`config.mk`:
```
export PLATFORM = sky130hd
export DESIGN_NAME = count_sequencer
export DESIGN_NICKNAME = d
export VERILOG_FILES = /design/src/rtl/count_seq_pkg.sv /design/src/rtl/count_sequencer_rate_divider.sv /design/src/rtl/count_sequencer.sv
export SDC_FILE = /design/constraint.sdc
export NUM_CORES = 1
export LEC_CHECK = 0
export ABC_AREA = 1
export BUFFER_PORTS_ARGS = -buffer_cell sky130_fd_sc_hd__buf_2
export CELL_PAD_IN_SITES_DETAIL_PLACEMENT = 1
export CELL_PAD_IN_SITES_GLOBAL_PLACEMENT = 1
export CORE_MARGIN = 2
export CORE_UTILIZATION = 46
export DETAILED_ROUTE_END_ITERATION = 7
export PLACE_DENSITY_LB_ADDON = 0.1
export SLEW_MARGIN = 20
export SYNTH_ARGS = -nofsm -noshare
export SYNTH_HDL_FRONTEND = slang
export SYNTH_SLANG_ARGS = --single-unit
```
`constraint.sdc`:
```
create_clock -name clock -period 4.6 [get_ports clock]
set_input_delay 0.69 -clock clock [delete_from_list [all_inputs] [get_ports clock]]
set_output_delay 0.69 -clock clock [all_outputs]
set_load 0.005 [all_outputs]
```
`src/rtl/count_seq_pkg.sv`:
```
// count_seq_pkg: state encoding, rate-select codes and the divider reload helper
// shared by count_sequencer and its bench.
package count_seq_pkg;

    typedef enum logic [2:0] {
        IDLE = 3'd0,
        LOAD = 3'd1,
        RUN  = 3'd2,
        HOLD = 3'd3,
        DONE = 3'd4
    } state_e;

    localparam logic [1:0] RATE_EVERY      = 2'b00;
    localparam logic [1:0] RATE_1HZ        = 2'b01;
    localparam logic [1:0] RATE_HALF_HZ    = 2'b10;
    localparam logic [1:0] RATE_QUARTER_HZ = 2'b11;

    // Strobe period in clocks, minus one: 1, CLK_HZ, 2*CLK_HZ or 4*CLK_HZ.
    function automatic logic [31:0] rate_reload(input logic [1:0] rate, input int unsigned clk_hz);
        logic [31:0] period;
        case (rate)
            RATE_EVERY:      period = 32'd1;
            RATE_1HZ:        period = clk_hz;
            RATE_HALF_HZ:    period = clk_hz << 1;
            RATE_QUARTER_HZ: period = clk_hz << 2;
            default:         period = 32'd1;
        endcase
        return period - 32'd1;
    endfunction

endpackage

```
`src/rtl/count_sequencer_rate_divider.sv`:
```
// rate_divider: DIV_W-bit down-counter with load and hold; tick_o flags div==0.
// The owner reloads on tick, so it never underflows while running.
module rate_divider #(
    parameter int DIV_W = 28
) (
    input  logic             clock,
    input  logic             clear,
    input  logic             load_i,
    input  logic [DIV_W-1:0] load_val_i,
    input  logic             hold_i,
    output logic             tick_o
);

    logic [DIV_W-1:0] div_q;
    logic [DIV_W-1:0] div_d;

    always_comb begin
        div_d = div_q;
        if (load_i) begin
            div_d = load_val_i;
        end else if (!hold_i) begin
            div_d = div_q - DIV_W'(1);
        end
    end

    always_ff @(posedge clock) begin
        if (clear) begin
            div_q <= '0;
        end else begin
            div_q <= div_d;
        end
    end

    assign tick_o = (div_q == '0);

endmodule

```
`src/rtl/count_sequencer.sv`:
```
// count_sequencer: run controller for the 8-bit counter (enable strobes, clear, limit stop).
// Optional build macro AUTO_RELOAD_EN: DONE is a one-cycle pulse that reloads straight into LOAD.
module count_sequencer
    import count_seq_pkg::*;
#(
    parameter int CLK_HZ = 50_000_000,
    parameter int WIDTH  = 8,
    parameter int DIV_W  = 28
) (
    input  logic             clock,
    input  logic             clear,
    input  logic             start,
    input  logic             stop,
    input  logic [1:0]       rate_sel,
    input  logic [WIDTH-1:0] limit,
    input  logic [WIDTH-1:0] count_in,
    output logic             cnt_en,
    output logic             cnt_clear_b,
    output logic             busy,
    output logic             done
);

    state_e           state_q;
    state_e           state_d;
    logic             cnt_en_q;
    logic             cnt_en_d;
    logic             cnt_clear_b_q;
    logic             busy_q;
    logic             done_q;
    logic             div_load;
    logic             div_hold;
    logic             div_tick;
    logic             run_go;
    logic             at_limit;
    logic [WIDTH:0]   eff_count;
    logic [DIV_W-1:0] reload_val;

    assign reload_val = DIV_W'(rate_reload(rate_sel, CLK_HZ));

    // A strobe showing on cnt_en has not reached count_in yet; count it so the
    // compare never lets one more strobe through. The extra bit keeps 255+1 from wrapping.
    assign eff_count = {1'b0, count_in} + {{WIDTH{1'b0}}, cnt_en_q};
    assign at_limit  = (eff_count == {1'b0, limit});

    assign run_go   = (state_q == RUN) && !stop && !at_limit;
    assign div_load = (state_q == LOAD) || (run_go && div_tick);
    assign div_hold = !run_go;

    rate_divider #(
        .DIV_W(DIV_W)
    ) u_div (
        .clock     (clock),
        .clear     (clear),
        .load_i    (div_load),
        .load_val_i(reload_val),
        .hold_i    (div_hold),
        .tick_o    (div_tick)
    );

    always_comb begin
        state_d  = state_q;
        cnt_en_d = 1'b0;
        case (state_q)
            IDLE: if (start && !stop) state_d = LOAD;
            LOAD: state_d = RUN;
            RUN: begin
                if (stop) begin
                    state_d = HOLD;
                end else if (at_limit) begin
                    state_d = DONE;
                end else if (div_tick) begin
                    cnt_en_d = 1'b1;
                end
            end
            HOLD: begin
                if (stop) begin
                    state_d = IDLE;
                end else if (start) begin
                    state_d = RUN;
                end
            end
            DONE: begin
`ifdef AUTO_RELOAD_EN
                state_d = stop ? IDLE : LOAD;
`else
                if (start && !stop) state_d = LOAD;
`endif
            end
            default: state_d = IDLE;
        endcase
    end

    // Outputs are registered from the next state, so they line up with the state they describe.
    always_ff @(posedge clock) begin
        if (clear) begin
            state_q       <= IDLE;
            cnt_en_q      <= 1'b0;
            cnt_clear_b_q <= 1'b0;
            busy_q        <= 1'b0;
            done_q        <= 1'b0;
        end else begin
            state_q       <= state_d;
            cnt_en_q      <= cnt_en_d;
            cnt_clear_b_q <= (state_d != LOAD);
            busy_q        <= (state_d == LOAD) || (state_d == RUN) || (state_d == HOLD);
            done_q        <= (state_d == DONE);
        end
    end

    assign cnt_en      = cnt_en_q;
    assign cnt_clear_b = cnt_clear_b_q;
    assign busy        = busy_q;
    assign done        = done_q;

endmodule

```
# Yosys cells after proc, flatten, opt, wreduce, memory -nomap -nowiden
# Cells that the tools add are included.
# totals
word_cells,48
input_bits,22
regBits,35
out_inout_bits,4
# classes
n_mux,10
n_reduce_logical,15
n_addsub,3
eq_ne,13
bitwise,1
# ops
operator,count
$pmux W28 S4,1
$mux W28,2
$sub A28 B1 Y28 const B,2
$logic_not A28 Y1,1
$mux W3,5
$eq A3 B2 Y1 const B,4
$pmux W3 S4,1
$add A8 B1 Y9,1
$eq A9 B8 Y1,1
$eq A3 B1 Y1 const B,2
$eq A3 B3 Y1 const B,2
$eq A2 B2 Y1 const B,2
$logic_and A1 B1 Y1,4
$reduce_or A4 Y1,1
$logic_not A3 Y1,1
$logic_or A1 B1 Y1,3
$ne A3 B1 Y1 const B,1
$eq A2 B1 Y1 const B,1
$logic_not A1 Y1,2
$logic_not A2 Y1,1
$reduce_bool A2 Y1,1
$reduce_or A2 Y1,1
$mux W1,1
$not A1 Y1,1

# Longest topological paths before layout
# Gate-level depths: netlist of the first run.
# logic_depth
word_depth,8
ltp_mapped,26
mapped_depth_nobuf,26

# Cells and area by module
# From an unflattened synthesis of the first run, not the netlist that was laid out.
# hier_totals
hier_cells,487
hier_area_um2,2894.0
# by_module_without_submodules
mod,cells_per_inst,seq_area_each_um2,area_per_inst_um2,instances
rate_divider,342,560.5,2072.0,1
count_sequencer,145,140.1,822.0,1

# Least setup slack after synthesis of the first run
# No wires, ideal clock.
# synth_path
path_kind,in2reg
from,input count_in[0]
to,register u_div.div_q[16]
slack_ns,1.336
arrival_ns,3.155
setup_ns,0.109
path_buffers,0
cell_stages,22
required_ns,4.491
cell_sequence,ha_1 ha_1 xnor2_1 nand2_1 nor2_1 nand3_1 nor2_1 nand2_2 nand3_4 nand2_4 nand2_1 nand2_1 inv_2 ha_1 inv_1 nor2_2 nand3_4 nor2_4 xnor2_1 nand2_1 nand2_1 inv_1
# synth_between
elab_chain_len,7
word_cells_on_any_way,8
cone_classes,add/sub: 1; eq/ne: 1; mux: 1; reduce/logical: 5
# synth_rtl
element,line_no,source
from (decl),count_sequencer.sv:16,"input logic [WIDTH-1:0] count_in,"
$add A8 B1 Y9 *,count_sequencer.sv:42,"assign eff_count = {1'b0, count_in} + {{WIDTH{1'b0}}, cnt_en_q};"
$eq A9 B8 Y1 *,count_sequencer.sv:43,"assign at_limit = (eff_count == {1'b0, limit});"
$logic_not A1 Y1 *,count_sequencer.sv:45,assign run_go = (state_q == RUN) && !stop && !at_limit;
$logic_and A1 B1 Y1 *,count_sequencer.sv:45,
$logic_and A1 B1 Y1,count_sequencer.sv:46,assign div_load = (state_q == LOAD) || (run_go && div_tick);
$logic_or A1 B1 Y1,count_sequencer.sv:46,
$mux W28 or $reduce_bool A2 Y1 (tied branches),-,
to (signal assigned),count_sequencer_rate_divider.sv:30,div_q <= div_d;
to (decl),count_sequencer_rate_divider.sv:14,logic [DIV_W-1:0] div_q;
# Every way passes the cells marked *; elsewhere a longest branch is shown, timed or not.
# A chain may end at the register's enable or synchronous reset.

# Worst setup path after layout of the first run
# Same ends and word-level chain as after synthesis.

==> insert_results.sql, run 1 <==
INSERT INTO impl_metrics (metric_group, metric, value, unit) VALUES
('place', 'dpl.hpwl', '7145', 'µm'),
('synthesis', 'synth_warnings', '0', ''),
('flow_run', 'timing.max_cap.violations', '0', ''),
('sta', 'setup_viol', '0', ''),
('setup_path', 'worstPathArrival', '3.90', 'ns'),
('pwr', 'powerDensity', '403.9', 'nW/µm²'),
('sta', 'relSlewSlack', '45.09', '%'),
('synthesis', 'synthDominantAreaCellType', 'sky130_fd_sc_hd__dfxtp_1', ''),
('routing', 'totalWireLength', '9262', 'µm'),
('die', 'io_pins', '26', ''),
('global_routing', 'grt_pass1_wl', '15680', 'µm'),
('cts', 'cts_made_buffers', '5', ''),
('setup_path', 'type_of_element_launching_the_critical_path', 'input port', ''),
('setup_path', 'worstRegToRegCells', '22', ''),
('synthesis', 'synth_top_cell_area_share', '23.01', '%'),
('setup_path', 'critical_path_fanout_max', '12', ''),
('global_routing', 'grt_use_total', '26.68', '%'),
('synthesis', 'synthesis.instances', '496', ''),
('layout', 'final_nets', '548', ''),
('die', 'initial_core_util', '47.69', '%'),
('sta', 'tns', '0', 'ns'),
('die', 'chipWidth', '85.37', 'µm'),
('routing', 'post-route-drc-count', '0', ''),
('global_routing', 'antenna_violations_before_repair', '0', ''),
('die', 'die_height', '85.37', 'µm'),
('layout', 'drive_gt1_share', '16.73', '%'),
('cts', 'worstSkewPairLatency', '0.30', 'ns'),
('synthesis', 'synth_simple_gate_area_share', '49.51', '%'),
('cts', 'tritoncts', 'built', ''),
('cts', 'clock_pin_slew_on_the_worst_setup_and_hold_paths', '0.09', 'ns'),
('layout', 'antenna_cells_inserted', '0', ''),
('sta', 'hold_viol_final', '0', ''),
('setup_path', 'worst-r2r-setup-slack', '1.11', 'ns'),
('synthesis', 'synth.distinct_cells', '34', ''),
('synthesis', 'synth_compound_area_share', '9.655', '%'),
('synthesis', 'ys_seq_area_share', '23.01', '%'),
('setup_path', 'worstReg2RegEnd', 'u_div.div_q[16]', ''),
('layout', 'flow.area_growth_from_synthesis', '9.778', '%'),
('die', 'core.rowCount', '29', ''),
('layout', 'filler_cell_count', '916', ''),
('place', 'number_of_buffers_inserted_by_port_buffering', '25', ''),
('die', 'core', '6386', 'µm²'),
('setup_path', 'critical_path_required', '4.80', 'ns'),
('pwr', 'leakagePower', '1.801', 'nW'),
('cts', 'cts-root-buf', 'sky130_fd_sc_hd__clkbuf_8', ''),
('sta', 'layout_worst_path_cycle_share', '80.32', '%'),
('setup_path', 'reg2reg_from', 'cnt_en', ''),
('synthesis', 'post_synth_fa_ha_maj_area_fraction', '2.876', '%'),
('layout', 'final_design_area_no_fill', '3343', 'µm²'),
('routing', 'route.antenna.remaining_nets', '0', ''),
('cts', 'postCtsSetupRepairBufs', '0', ''),
('global_routing', 'grt_start_max_net_pins', '27', ''),
('sta', 'timing.final.max_slew_violations', '0', ''),
('setup_path', 'critPathKind', 'input port to register', ''),
('setup_path', 'endpoint_kind', 'register', ''),
('synthesis', 'synth.net_count', '525', ''),
('cts', 'cts.sink_count', '35', ''),
('sta', 'final.setup_skew', '0.009742', 'ns'),
('cts', 'h_tree_lvls', '2', ''),
('sta', 'max_clock_freq', '0.2707', 'GHz'),
('routing', 'routed_wire_length_per_instance', '15.51', 'µm'),
('synthesis', 'post_synth_main_area_contributors', 'sky130_fd_sc_hd__dfxtp_1 (23%), sky130_fd_sc_hd__nand2_1 (15%), sky130_fd_sc_hd__inv_1 (10%)', ''),
('global_routing', 'global_route.overflow_total', '0', ''),
('sta', 'rsz0062_at_grt', 'no', ''),
('sta', 'tightest_slew', '0.8029', 'ns'),
('routing', 'first_pass_iters', '4', ''),
('place', 'place_congestion', '0.8594', ''),
('place', 'placement.cell_area', '3231', 'µm²'),
('global_routing', 'number_of_global_route_vias_before_repair', '3399', ''),
('status', 'outcome', 'complete, no violations', ''),
('synthesis', 'synth_xor_xnor_area_share', '2.301', '%');
==> Yosys cell counts, drive strengths merged <==
library cell,number
nor3,9
nand4,12
nand3b,1
a31oi,2
xor2,2
o211a,1
o211ai,8
o21ai,26
nor2,67
nor3b,2
dfxtp,35
a2111oi,1
inv,85
nor4,4
or2,3
ha,7
a21oi,8
clkbuf,9
a221oi,2
nand3,62
buf,4
o21bai,2
nand2,137
xnor2,6
and3,1
==> worst min path at each step <==
stage / depth (start not counted) / end / from
4_1_cts: 2 / u_div.div_q[5] / u_div.div_q[5]
3_5_place_dp: 2 / u_div.div_q[5] / u_div.div_q[5]
5_1_grt: 2 / u_div.div_q[5] / u_div.div_q[5]
2_1_floorplan: 2 / u_div.div_q[5] / u_div.div_q[5]
6_report: 2 / u_div.div_q[5] / u_div.div_q[5]
3_3_place_gp: 2 / u_div.div_q[5] / u_div.div_q[5]
==> registers in the layout, indices dropped and copies added, names as in the netlist <==
name	count
done	1
state_q	3
cnt_clear_b	1
u_div.div_q	28
busy	1
cnt_en	1
==> logic make-up (layout without fill, tap and decap cells) <==
| kind of cell | Yosys count | after routing |
|---|---|---|
| and+or+nand+nor | 298 | 298 |
| buffers and inverters | 98 | 122 |
| AOI/OAI and AO/OA | 50 | 50 |
| DFF | 35 | 35 |
| xor gates and xnor gates | 8 | 8 |
| adders and majority gates | 7 | 7 |
==> layout by cell type (no fill, tap or decap), types with 2 or more instances in the layout <==
master / n
sky130_fd_sc_hd__buf_4: 4
sky130_fd_sc_hd__buf_2: 25
sky130_fd_sc_hd__xnor2_1: 6
sky130_fd_sc_hd__nand4_1: 12
sky130_fd_sc_hd__nor3_1: 9
sky130_fd_sc_hd__nor3b_1: 2
sky130_fd_sc_hd__a221oi_1: 2
sky130_fd_sc_hd__ha_1: 7
sky130_fd_sc_hd__o211ai_1: 8
sky130_fd_sc_hd__nand2_4: 9
sky130_fd_sc_hd__clkbuf_8: 5
sky130_fd_sc_hd__nor2_4: 10
sky130_fd_sc_hd__nor2_2: 13
sky130_fd_sc_hd__a31oi_1: 2
sky130_fd_sc_hd__nor2_1: 44
sky130_fd_sc_hd__or2_2: 3
sky130_fd_sc_hd__dfxtp_1: 35
sky130_fd_sc_hd__o21bai_1: 2
sky130_fd_sc_hd__o21ai_0: 25
sky130_fd_sc_hd__xor2_1: 2
sky130_fd_sc_hd__a21oi_1: 8
sky130_fd_sc_hd__nand2_1: 118
sky130_fd_sc_hd__nor4_1: 4
sky130_fd_sc_hd__nand2_2: 9
sky130_fd_sc_hd__inv_1: 82
sky130_fd_sc_hd__inv_2: 3
sky130_fd_sc_hd__nand3_4: 2
sky130_fd_sc_hd__nand3_1: 60
==> per-layer routing <==
| layer | part of all wire, % | track usage, % | routed length [µm] |
|---|---|---|---|
| met2 | 53 | 51.85 | 4943 |
| met5 | 0 | 0 | 0 |
| met4 | 2.0 | 7.504 | 183 |
| met1 | 41 | 29.76 | 3797 |
| met3 | 3.6 | 3.794 | 338 |
==> report_power, final <==
part | total (W) | internal (W) | switching (W)
Clock | 0.000293 | 0.000162 | 0.000131
Combinational | 0.000683 | 0.000217 | 0.000466
Sequential | 0.000374 | 0.000342 | 0.0000323
Total | 0.00135 | 0.000721 | 0.000630
==> critical path, stage by stage <==
cell                      delay [ns]
sky130_fd_sc_hd__buf_2          0.10
sky130_fd_sc_hd__ha_1           0.22
sky130_fd_sc_hd__ha_1           0.29
sky130_fd_sc_hd__xnor2_1        0.17
sky130_fd_sc_hd__nand2_1        0.07
sky130_fd_sc_hd__nor2_1         0.13
sky130_fd_sc_hd__nand3_1        0.09
sky130_fd_sc_hd__nor2_1         0.17
sky130_fd_sc_hd__nand2_2        0.11
sky130_fd_sc_hd__nand3_4        0.09
sky130_fd_sc_hd__nand2_4        0.16
sky130_fd_sc_hd__nand2_1        0.12
sky130_fd_sc_hd__nand2_1        0.10
sky130_fd_sc_hd__inv_2          0.08
sky130_fd_sc_hd__ha_1           0.23
sky130_fd_sc_hd__inv_1          0.12
sky130_fd_sc_hd__nor2_2         0.35
sky130_fd_sc_hd__nand3_4        0.15
sky130_fd_sc_hd__nor2_4         0.14
sky130_fd_sc_hd__xnor2_1        0.13
sky130_fd_sc_hd__nand2_1        0.07
sky130_fd_sc_hd__nand2_1        0.08
sky130_fd_sc_hd__inv_1          0.04
==> layout make-up <==
| cell class | instances | area [µm²] | share of cell area (%) |
|---|---|---|---|
| inverters | 85 | 319.1 | 9.543 |
| multi-input cells | 363 | 1959 | 58.61 |
| repair buffers | 29 | 155.1 | 4.641 |
| well taps | 77 | 96.34 | 2.882 |
| clock buffers | 5 | 68.82 | 2.058 |
| clock inverters | 3 | 43.79 | 1.310 |
| flip-flops and latches | 35 | 700.7 | 20.96 |
==> metrics by stage <==
step | std cells | setup slack, ns | utilization (%) | total power, W | hold slack, ns
2_1_floorplan | 496 | 1.336 | - | 0.0008783 | 0.4813
3_3_place_gp | 589 | 0.8153 | 50.59 | 0.001018 | 0.5104
3_5_place_dp | 589 | 0.6388 | 50.59 | 0.001043 | 0.5266
4_1_cts | 597 | 0.8857 | 52.35 | 0.001347 | 0.5443
5_1_grt | 597 | 0.5545 | 52.35 | 0.001452 | 0.5779
6_report | 597 | 0.9055 | 52.35 | 0.001350 | 0.5503
(Power assumes the default switching activity.)
==> run 2: changes to the inputs <==
--- a/config.mk
+++ b/config.mk
@@ -10,7 +10,7 @@
 export CELL_PAD_IN_SITES_DETAIL_PLACEMENT = 1
 export CELL_PAD_IN_SITES_GLOBAL_PLACEMENT = 1
 export CORE_MARGIN = 2
-export CORE_UTILIZATION = 46
+export CORE_UTILIZATION = 42
 export DETAILED_ROUTE_END_ITERATION = 7
 export PLACE_DENSITY_LB_ADDON = 0.1
 export SLEW_MARGIN = 20
==> constraint.sdc (replaced) <==
create_clock -name clock -period 3.4 [get_ports clock]
set_input_delay 0.51 -clock clock [delete_from_list [all_inputs] [get_ports clock]]
set_output_delay 0.51 -clock clock [all_outputs]
set_load 0.005 [all_outputs]
==> insert_results.sql, run 2 (synthesis results as in run 1) <==
INSERT INTO impl_metrics (metric_group, metric, value, unit) VALUES
('cts', 'clock_path_buffers', '2', ''),
('routing', 'totalWireLength', '8958', 'µm'),
('layout', 'drive_gt1_share', '18.18', '%'),
('place', 'place_congestion', '0.8445', ''),
('pwr', 'finalPower', '0.001846', 'W'),
('sta', 'max_clock_freq', '0.3285', 'GHz'),
('global_routing', 'grt_pass1_wl', '14810', 'µm'),
('die', 'floorplan.die_area', '7948', 'µm²'),
('global_routing', 'grt_use_total', '23.90', '%'),
('sta', 'relSlewSlack', '46.27', '%'),
('die', 'core', '7137', 'µm²'),
('sta', 'final.setup_skew', '0.007532', 'ns'),
('layout', 'max_ffs_per_register', '28', ''),
('global_routing', 'grt_start_max_net_pins', '51', ''),
('die', 'initial_core_util', '42.67', '%'),
('sta', 'setup_viol', '0', ''),
('setup_path', 'critical_path_required', '3.59', 'ns'),
('layout', 'antenna_cells_inserted', '0', ''),
('sta', 'rsz0062_at_grt', 'no', ''),
('die', 'chipWidth', '89.15', 'µm'),
('global_routing', 'global_route.overflow_total', '0', ''),
('die', 'die_height', '89.15', 'µm'),
('pwr', 'powerDensity', '534.3', 'nW/µm²'),
('setup_path', 'critical_path.most_common_cell', 'sky130_fd_sc_hd__nand2_1', ''),
('routing', 'drt_first_iter_violations', '108', ''),
('sta', 'tightest_slew', '0.8051', 'ns'),
('layout', 'final_design_area_no_fill', '3456', 'µm²'),
('routing', 'route.vias.total', '3242', ''),
('cts', 'worstSkewPairLatency', '0.29', 'ns'),
('setup_path', 'critPathKind', 'register to register', ''),
('die', 'core.rowCount', '31', ''),
('routing', 'post_drt_via_cell_ratio', '5.171', ''),
('global_routing', 'number_of_global_route_vias_before_repair', '3176', ''),
('setup_path', 'type_of_element_launching_the_critical_path', 'register', ''),
('layout', 'mostFrequentLayoutCells', 'sky130_fd_sc_hd__nand2_1 (118), sky130_fd_sc_hd__inv_1 (82), sky130_fd_sc_hd__nand3_1 (60), sky130_fd_sc_hd__nor2_1 (43), sky130_fd_sc_hd__dfxtp_1 (35)', ''),
('setup_path', 'endpoint_kind', 'register', ''),
('layout', 'layout.cells.most_common', 'sky130_fd_sc_hd__nand2_1', ''),
('layout', 'filler_cell_count', '1052', ''),
('routing', 'first_pass_iters', '4', ''),
('setup_path', 'crit_path_top_delay_cell', 'sky130_fd_sc_hd__dfxtp_1', ''),
('layout', 'regMostFlops', 'u_div.div_q', ''),
('sta', 'layout_worst_path_cycle_share', '89.55', '%'),
('layout', 'flow.area_growth_from_synthesis', '13.48', '%'),
('sta', 'setup_slack', '0.3554', 'ns'),
('global_routing', 'antenna_violations_before_repair', '0', ''),
('cts', 'hold_buffers', '0', ''),
('place', 'number_of_buffers_inserted_by_port_buffering', '25', ''),
('routing', 'route.antenna.remaining_nets', '0', ''),
('cts', 'clock_pin_slew_on_the_worst_setup_and_hold_paths', '0.08', 'ns'),
('layout', 'reg.largest.list', 'u_div.div_q: 28 flops, state_q: 3 flops', ''),
('flow_run', 'timing.max_cap.violations', '0', ''),
('layout', 'final_nets', '556', ''),
('status', 'outcome', 'complete, no violations', ''),
('place', 'placement.cell_area', '3316', 'µm²'),
('place', 'dpl.hpwl', '7171', 'µm'),
('sta', 'timing.final.max_slew_violations', '0', ''),
('pwr', 'leakagePower', '1.844', 'nW'),
('routing', 'routed_wire_length_per_instance', '14.29', 'µm'),
('setup_path', 'critical_path_fanout_max', '15', ''),
('cts', 'cts-root-buf', 'sky130_fd_sc_hd__clkbuf_8', ''),
('place', 'worst_setup_slack_before_clock_tree_synthesis', '-0.03694', 'ns'),
('worst_hold_path', 'holdCritPathClass', 'register to register', ''),
('routing', 'post-route-drc-count', '0', ''),
('sta', 'final.min_clock_period', '3.045', 'ns'),
('setup_path', 'worstPathArrival', '3.24', 'ns'),
('setup_path', 'worst_path_largest_cell_delay', '0.33', 'ns'),
('pwr', 'power.ir.vdd_worst', '0.2879', 'mV'),
('cts', 'cts.sink_count', '35', ''),
('cts', 'tritoncts', 'built', ''),
('cts', 'h_tree_lvls', '2', ''),
('die', 'io_pins', '26', ''),
('sta', 'hold_viol_final', '0', ''),
('cts', 'cts_made_buffers', '5', '');
[run 2: cell count changes in the layout (fill, tap and decap cells not counted), sizes merged]
cell | before | now
buf | 29 | 37
[run 2: power by group]
part           total (W)  leakage (nW)  internal [W]  switching [W]
Combinational   0.000947          1.50      0.000330       0.000617
Sequential      0.000509         0.287      0.000463      0.0000465
Clock           0.000390        0.0581      0.000219       0.000171
Total            0.00185          1.84       0.00101       0.000835
[run 2: routing by layer]
layer | track usage (%) | up-vias | wire length (µm)
met5 | 0 | - | 0
met4 | 4.613 | 0 | 93
met3 | 3.693 | 6 | 260
met2 | 46.13 | 40 | 4694
met1 | 27.68 | 1548 | 3909
li1 | - | 1648 | -
[run 2: area by class of cell]
| type | count | area [µm²] | share of cell area, % |
|---|---|---|---|
| tap | 99 | 123.9 | 3.584 |
| timing repair buffer | 37 | 227.7 | 6.589 |
| clock buffer | 5 | 68.82 | 1.991 |
| clock inverter | 3 | 43.79 | 1.267 |
| sequential | 35 | 700.7 | 20.28 |
| multi-input combinational | 363 | 1972 | 57.06 |
| inverter | 85 | 319.1 | 9.232 |
[run 2: worst max-delay path: cells and delay by family (launching register included)]
| kind | cells | cell delay, ns |
|---|---|---|
| fa+ha+maj | 3 | 0.55 |
| buf+inv | 5 | 0.51 |
| flops | 1 | 0.33 |
| simple gates | 17 | 1.57 |
[run 2: metrics by stage]
step | util [%] | std cells | hold WS [ns] | setup TNS, ns
finish | 48.42 | 627 | 0.5365 | 0
global route | 48.42 | 627 | 0.5550 | 0
CTS | 48.04 | 625 | 0.5374 | 0
detailed placement | 46.46 | 617 | 0.5110 | -0.06365
global placement | 46.46 | 617 | 0.5143 | 0
floorplan | - | 496 | 0.4813 | 0
[run 2: timing repair]
item	CTS	global route
hold endpoints to repair	0	0
buffers inserted	0	2
resized for setup	0	3
endpoints found under the setup margin	0	11
[run 2: final timing paths]
check	startpoint	end	slack (ns)	depth (start not counted)
setup / recovery	cnt_en	u_div.div_q[24]	0.36	25
hold / removal	u_div.div_q[5]	u_div.div_q[5]	0.54	2
setup reg to reg	cnt_en	u_div.div_q[24]	0.36	25
hold reg to reg	u_div.div_q[5]	u_div.div_q[5]	0.54	2
